--- src/rtl/imem_port_arbiter_if.sv ---
// rtl/imem_port_arbiter_if.sv - fetch, loader and instruction-RAM signal bundle for imem_port_arbiter
//   fetch : f_req, f_addr -> f_gnt, f_rvalid, f_rdata
//   loader: l_req, l_we, l_addr, l_wdata, l_lock -> l_gnt, l_rvalid, l_rdata
//   memory: m_en, m_we, m_idx, m_wdata <- m_rdata
//   slave modport is the arbiter side; master modport is the requester/RAM side.
interface imem_port_arbiter_if #(
    parameter int ADDR_W = 32,
    parameter int DATA_W = 32,
    parameter int IDX_W  = 8
);
    logic              f_req;
    logic [ADDR_W-1:0] f_addr;
    logic              f_gnt;
    logic              f_rvalid;
    logic [DATA_W-1:0] f_rdata;

    logic              l_req;
    logic              l_we;
    logic [ADDR_W-1:0] l_addr;
    logic [DATA_W-1:0] l_wdata;
    logic              l_lock;
    logic              l_gnt;
    logic              l_rvalid;
    logic [DATA_W-1:0] l_rdata;

    logic              m_en;
    logic              m_we;
    logic [IDX_W-1:0]  m_idx;
    logic [DATA_W-1:0] m_wdata;
    logic [DATA_W-1:0] m_rdata;

    modport slave (
        input  f_req, f_addr, l_req, l_we, l_addr, l_wdata, l_lock, m_rdata,
        output f_gnt, f_rvalid, f_rdata, l_gnt, l_rvalid, l_rdata,
               m_en, m_we, m_idx, m_wdata
    );

    modport master (
        output f_req, f_addr, l_req, l_we, l_addr, l_wdata, l_lock, m_rdata,
        input  f_gnt, f_rvalid, f_rdata, l_gnt, l_rvalid, l_rdata,
               m_en, m_we, m_idx, m_wdata
    );
endinterface

--- src/rtl/imem_port_arbiter.sv ---
// rtl/imem_port_arbiter.sv - two-way arbiter and sequencer for a single-port 256-word instruction RAM
//   clk         : clock, rising edge
//   rst_n       : asynchronous active-low reset
//   bus         : fetch / loader / memory signals (slave side)
//   addr_err    : one-cycle pulse after a grant with a misaligned or out-of-range address
//   f_stall_cnt : saturating count of cycles where fetch requested but was not granted
module imem_port_arbiter #(
    parameter int ADDR_W = 32,
    parameter int DATA_W = 32,
    parameter int IDX_W  = 8
) (
    input  logic                 clk,
    input  logic                 rst_n,
    imem_port_arbiter_if.slave   bus,
    output logic                 addr_err,
    output logic [15:0]          f_stall_cnt
);
    localparam logic [1:0] RD_NONE  = 2'd0;
    localparam logic [1:0] RD_FETCH = 2'd1;
    localparam logic [1:0] RD_LOAD  = 2'd2;

    localparam logic WIN_FETCH  = 1'b0;
    localparam logic WIN_LOADER = 1'b1;

    logic [1:0]        rd_tag;
    logic [1:0]        rd_tag_nxt;
    logic              last_win;
    logic              contested;
    logic [ADDR_W-1:0] gnt_addr;
    logic              addr_bad;

    // Lock gives the loader the memory outright; otherwise a contested cycle
    // goes to whoever did not win the previous contested cycle.
    always_comb begin
        bus.f_gnt = 1'b0;
        bus.l_gnt = 1'b0;
        contested = 1'b0;
        if (bus.l_lock) begin
            bus.l_gnt = bus.l_req;
        end else if (bus.f_req && bus.l_req) begin
            contested = 1'b1;
            if (last_win == WIN_LOADER) begin
                bus.f_gnt = 1'b1;
            end else begin
                bus.l_gnt = 1'b1;
            end
        end else begin
            bus.f_gnt = bus.f_req;
            bus.l_gnt = bus.l_req;
        end
    end

    // With no grant the fetch address still drives m_idx; m_en qualifies it.
    assign gnt_addr    = bus.l_gnt ? bus.l_addr : bus.f_addr;
    assign bus.m_idx   = gnt_addr[IDX_W+1:2];
    assign bus.m_en    = bus.f_gnt | bus.l_gnt;
    assign bus.m_we    = bus.l_gnt & bus.l_we;
    assign bus.m_wdata = bus.l_wdata;

    assign addr_bad = (gnt_addr[1:0] != 2'b00) || (gnt_addr[ADDR_W-1:IDX_W+2] != '0);

    always_comb begin
        rd_tag_nxt = RD_NONE;
        if (bus.f_gnt) begin
            rd_tag_nxt = RD_FETCH;
        end else if (bus.l_gnt && !bus.l_we) begin
            rd_tag_nxt = RD_LOAD;
        end
    end

    always_ff @(posedge clk or negedge rst_n) begin
        if (!rst_n) begin
            rd_tag      <= RD_NONE;
            last_win    <= WIN_LOADER;
            addr_err    <= 1'b0;
            f_stall_cnt <= 16'd0;
        end else begin
            rd_tag   <= rd_tag_nxt;
            addr_err <= bus.m_en && addr_bad;
            if (contested) begin
                last_win <= bus.f_gnt ? WIN_FETCH : WIN_LOADER;
            end
            if (bus.f_req && !bus.f_gnt && (f_stall_cnt != 16'hFFFF)) begin
                f_stall_cnt <= f_stall_cnt + 16'd1;
            end
        end
    end

    // RAM data is shared by both returns; the rvalid tag says whose it is.
    assign bus.f_rvalid = (rd_tag == RD_FETCH);
    assign bus.l_rvalid = (rd_tag == RD_LOAD);
    assign bus.f_rdata  = bus.m_rdata;
    assign bus.l_rdata  = bus.m_rdata;
endmodule

--- src/flat_wrapper.sv ---
// flat-port wrapper written by rule: the top's interface ports become plain ports
module imem_port_arbiter_flat 
#(
    parameter int ADDR_W = 32,
    parameter int DATA_W = 32,
    parameter int IDX_W  = 8
)
  (clk, rst_n, addr_err, f_stall_cnt, bus_f_req, bus_f_addr, bus_l_req, bus_l_we, bus_l_addr, bus_l_wdata, bus_l_lock, bus_m_rdata, bus_f_gnt, bus_f_rvalid, bus_f_rdata, bus_l_gnt, bus_l_rvalid, bus_l_rdata, bus_m_en, bus_m_we, bus_m_idx, bus_m_wdata);
  imem_port_arbiter_if #(.ADDR_W(ADDR_W), .DATA_W(DATA_W), .IDX_W(IDX_W)) bus_i ();
  input  logic clk;
  input  logic rst_n;
  output logic addr_err;
  output logic [15:0] f_stall_cnt;
  input wire logic [$bits(bus_i.f_req)-1:0] bus_f_req;
  input wire logic [$bits(bus_i.f_addr)-1:0] bus_f_addr;
  input wire logic [$bits(bus_i.l_req)-1:0] bus_l_req;
  input wire logic [$bits(bus_i.l_we)-1:0] bus_l_we;
  input wire logic [$bits(bus_i.l_addr)-1:0] bus_l_addr;
  input wire logic [$bits(bus_i.l_wdata)-1:0] bus_l_wdata;
  input wire logic [$bits(bus_i.l_lock)-1:0] bus_l_lock;
  input wire logic [$bits(bus_i.m_rdata)-1:0] bus_m_rdata;
  output wire logic [$bits(bus_i.f_gnt)-1:0] bus_f_gnt;
  output wire logic [$bits(bus_i.f_rvalid)-1:0] bus_f_rvalid;
  output wire logic [$bits(bus_i.f_rdata)-1:0] bus_f_rdata;
  output wire logic [$bits(bus_i.l_gnt)-1:0] bus_l_gnt;
  output wire logic [$bits(bus_i.l_rvalid)-1:0] bus_l_rvalid;
  output wire logic [$bits(bus_i.l_rdata)-1:0] bus_l_rdata;
  output wire logic [$bits(bus_i.m_en)-1:0] bus_m_en;
  output wire logic [$bits(bus_i.m_we)-1:0] bus_m_we;
  output wire logic [$bits(bus_i.m_idx)-1:0] bus_m_idx;
  output wire logic [$bits(bus_i.m_wdata)-1:0] bus_m_wdata;
  assign bus_i.f_req = bus_f_req;
  assign bus_i.f_addr = bus_f_addr;
  assign bus_i.l_req = bus_l_req;
  assign bus_i.l_we = bus_l_we;
  assign bus_i.l_addr = bus_l_addr;
  assign bus_i.l_wdata = bus_l_wdata;
  assign bus_i.l_lock = bus_l_lock;
  assign bus_i.m_rdata = bus_m_rdata;
  assign bus_f_gnt = bus_i.f_gnt;
  assign bus_f_rvalid = bus_i.f_rvalid;
  assign bus_f_rdata = bus_i.f_rdata;
  assign bus_l_gnt = bus_i.l_gnt;
  assign bus_l_rvalid = bus_i.l_rvalid;
  assign bus_l_rdata = bus_i.l_rdata;
  assign bus_m_en = bus_i.m_en;
  assign bus_m_we = bus_i.m_we;
  assign bus_m_idx = bus_i.m_idx;
  assign bus_m_wdata = bus_i.m_wdata;
  imem_port_arbiter #(.ADDR_W(ADDR_W), .DATA_W(DATA_W), .IDX_W(IDX_W)) u_core (.clk(clk), .rst_n(rst_n), .bus(bus_i), .addr_err(addr_err), .f_stall_cnt(f_stall_cnt));
endmodule
--- config.mk ---
export PLATFORM = sky130hd
export DESIGN_NAME = imem_port_arbiter_flat
export DESIGN_NICKNAME = d
export VERILOG_FILES = /design/src/rtl/imem_port_arbiter_if.sv /design/src/rtl/imem_port_arbiter.sv /design/src/flat_wrapper.sv
export SDC_FILE = /design/constraint.sdc
export NUM_CORES = 1
export LEC_CHECK = 0
export CORE_AREA = 2 2 101 103
export DETAILED_ROUTE_END_ITERATION = 12
export DIE_AREA = 0 0 103 105
export PLACE_DENSITY = 0.76
export SLEW_MARGIN = 10
export SYNTH_ARGS = -nofsm -noshare
export SYNTH_HDL_FRONTEND = slang
export SYNTH_SLANG_ARGS = --single-unit
--- constraint.sdc ---
create_clock -name clk -period 1.6 [get_ports clk]
set_clock_uncertainty 0.05 [all_clocks]
set_input_delay 0.4 -clock clk [delete_from_list [all_inputs] [get_ports clk]]
set_output_delay 0.4 -clock clk [all_outputs]
set_load 0.1 [all_outputs]
==> out/results.txt <==
most frequent cells in the layout - clkdlybuf4s50_1, buf_12, buf_4, nand2_8, dfrtp_4
WL/cell - 16.54 um
Seq cells post-synth - 20
Post-Syn Nets - 362
Die Area - 10820 um^2
yosys warns - 0
Synth area leaders - buf_4, dfrtp_1, nand2_1
final cell count without fillers - 404
maxcap violations - 0
critical path endpoint category - output port
reg2reg end - u_core.f_stall_cnt[12]
Vias per Instance - 4.171
number of clock sinks - 20
Slew @ Worst Pin - 341.0 ps
reg2reg path depth - 5
Max IR drop VDD - 448.6 uV
total grt overflow - 0
CTS buffer count - 3
largest net degree at the start of global routing - 21
Synth area leader - buf_4
sequential cell area fraction in the yosys report - 25.95%
PortBufs - 100
unrepaired setup endpoints after global routing - yes
GP Congestion - 0.7662
startpoint types - flop
antenna diode instance count - 0
DRC - 0
antenna violations before repair - 0
GRT Overall Usage - 11.05%
Pwr Density - 1139 nW/um^2
min-delay worst type - in2async
Mapped Area - 1933 um^2
Crit. Startpoint - u_core.last_win
CTS tree - yes
DPL Wire Length - 5425 um
commonest non-fill, non-tap cell in the layout - clkdlybuf4s50_1
Finish-stage setup viols - 14
Die Span Y - 105 um
row count - 36
WP data arrival - 1620 ps
min Tclk post-route - 2074 ps
predominant post-synthesis flop cell - dfrtp_1
Max-Slew Margin vs Limit - 77.06%
syn avg cell area - 8.516 um^2
share of cells above drive strength 1 - 54.98%
Hold-fix buffers, CTS - 0
drt first pass iters - 4
Post-DRT Antenna Nets - 0
Root Buffer - clkbuf_8
vias - 1685
Worst Path Class, Setup - reg2out
I/O Pins - 261
FFs w/ async S/R, synth - 100.0%
Worst EP required - 1150 ps
cell count after synthesis - 227
failing checks - setup timing
Initial DRC Count - 31
Clock Latency Late Sink - 260 ps
initial core utilization - 20.05%
vias in the first global route - 1765
Worst Path Max Fanout - 5
placed insts - 391
Die Wd - 103 um
number of H-tree levels - 1
fin crit share - 129.6%
Core ar. - 9639 um^2
EDFF count, synth - 0
final hold viol count - 0
post-synth top area share - 37.28%
pre-CTS setup slack - -691.1 ps
Fmax - 0.4821 GHz
CTS Buffer Depth - 2
Leakage Power - 0.001431 uW
Fillers - 910
first-pass GRT wire length - 9246 um
Nets - 407
Routed Wire Length - 6681 um
r2r startpoint - u_core.f_stall_cnt[0]
area delta synth->final - 93.07%
final slew viol count - 0
flop-to-flop setup slack - -20 ps
status - finished with violations
Synth cell types - 37
final worst slack - -474.3 ps
CTS clock-pin slew for the worst setup and hold paths - 80 ps
==> final cells by class <==
class / count / area [um^2] / share of cell area [%]
Timing Repair Buffer: 136 / 1630 / 43.68
Multi-Input combinational cell: 108 / 1255 / 33.62
Sequential cell: 20 / 561.8 / 15.05
Tap cell: 133 / 166.4 / 4.459
Clock buffer: 4 / 55.05 / 1.475
Inverter: 2 / 33.78 / 0.9051
Timing Repair inverter: 1 / 30.03 / 0.8046
==> state kept, by name, summed over array words and instances, names as in the netlist <==
name	flops
u_core.f_stall_cnt	16
u_core.last_win	1
u_core.rd_tag	2
u_core.addr_err	1
==> worst max-delay path by stage <==
| stage | slack [ps] | to |
|---|---|---|
| 6_report | -470 | bus_m_we |
| 5_1_grt | -540 | bus_m_idx[0] |
| 4_1_cts | -480 | bus_m_we |
| 3_5_place_dp | -690 | bus_m_idx[4] |
| 3_3_place_gp | -680 | bus_m_idx[3] |
| 2_1_floorplan | -280 | u_core.f_stall_cnt[1] |
==> Yosys cell counts, types with 2 or more instances <==
master and count:
nor2_1 2, xor2_1 10, dfrtp_1 19, nor3_1 9
o21ai_0 2, xnor2_1 2, nor3b_1 2, o2111ai_1 2
and4_1 3, buf_4 96, nor2b_1 5, mux2_2 3
and3_1 2, nand3_1 4, nand2_1 31, nand4_1 3
nor4_1 12
==> layer usage <==
metal	vias to the layer above	part of all wire [%]	track usage, %
met3	24	13	4.013
met1	777	27	8.708
met2	128	57	22.63
met5	-	0	0
li1	756	-	-
met4	0	2.6	4.887
==> logic make-up (layout without fill, tap and decap cells) <==
group / after synthesis / after routing / synth area share (%)
buffers and inverters: 99 / 143 / 37.86
AND/OR/NAND/NOR: 82 / 82 / 24.40
flip-flops: 20 / 20 / 25.96
XOR/XNOR: 12 / 12 / 5.437
AO/OA/AOI/OAI: 9 / 9 / 3.172
multiplexers: 4 / 4 / 2.524
adder cells (fa/ha/maj): 1 / 1 / 0.6471
==> per-stage QoR <==
stage / hold WS, ps / instance area (um^2) / utilization (%) / total power (uW) / setup TNS (ps)
after global routing: 463.7 / 3732 / 38.72 / 4422 / -6206
after CTS: 447.4 / 3669 / 38.06 / 4260 / -5453
after global placement: 502.6 / 3386 / 35.12 / 3641 / -15720
final: 437.9 / 3732 / 38.72 / 4250 / -5218
after detailed placement: 510.9 / 3386 / 35.12 / 3675 / -16420
after floorplan: 54.41 / 2431 / - / 3587 / -3652
==> timing repair <==
| action | in CTS | in global routing |
|---|---|---|
| pin swaps | 10 | 9 |
| endpoints found under the setup margin | 30 | 29 |
| resized for setup | 26 | 14 |
| setup buffers | 7 | 2 |
| cloned | 1 | 0 |
==> power breakdown <==
| part | switching, uW | internal (uW) |
|---|---|---|
| registers | 148 | 705 |
| logic | 1750 | 1240 |
| clock network | 178 | 219 |
| total | 2080 | 2170 |
==> critical path, stage by stage, from the launching register on <==
cell,delay [ps]
dfstp_2,530
and3b_1,140
nand2b_4,180
buf_12,150
clkinv_16,70
and2_4,140
buf_12,160
(Power assumes the default switching activity.)
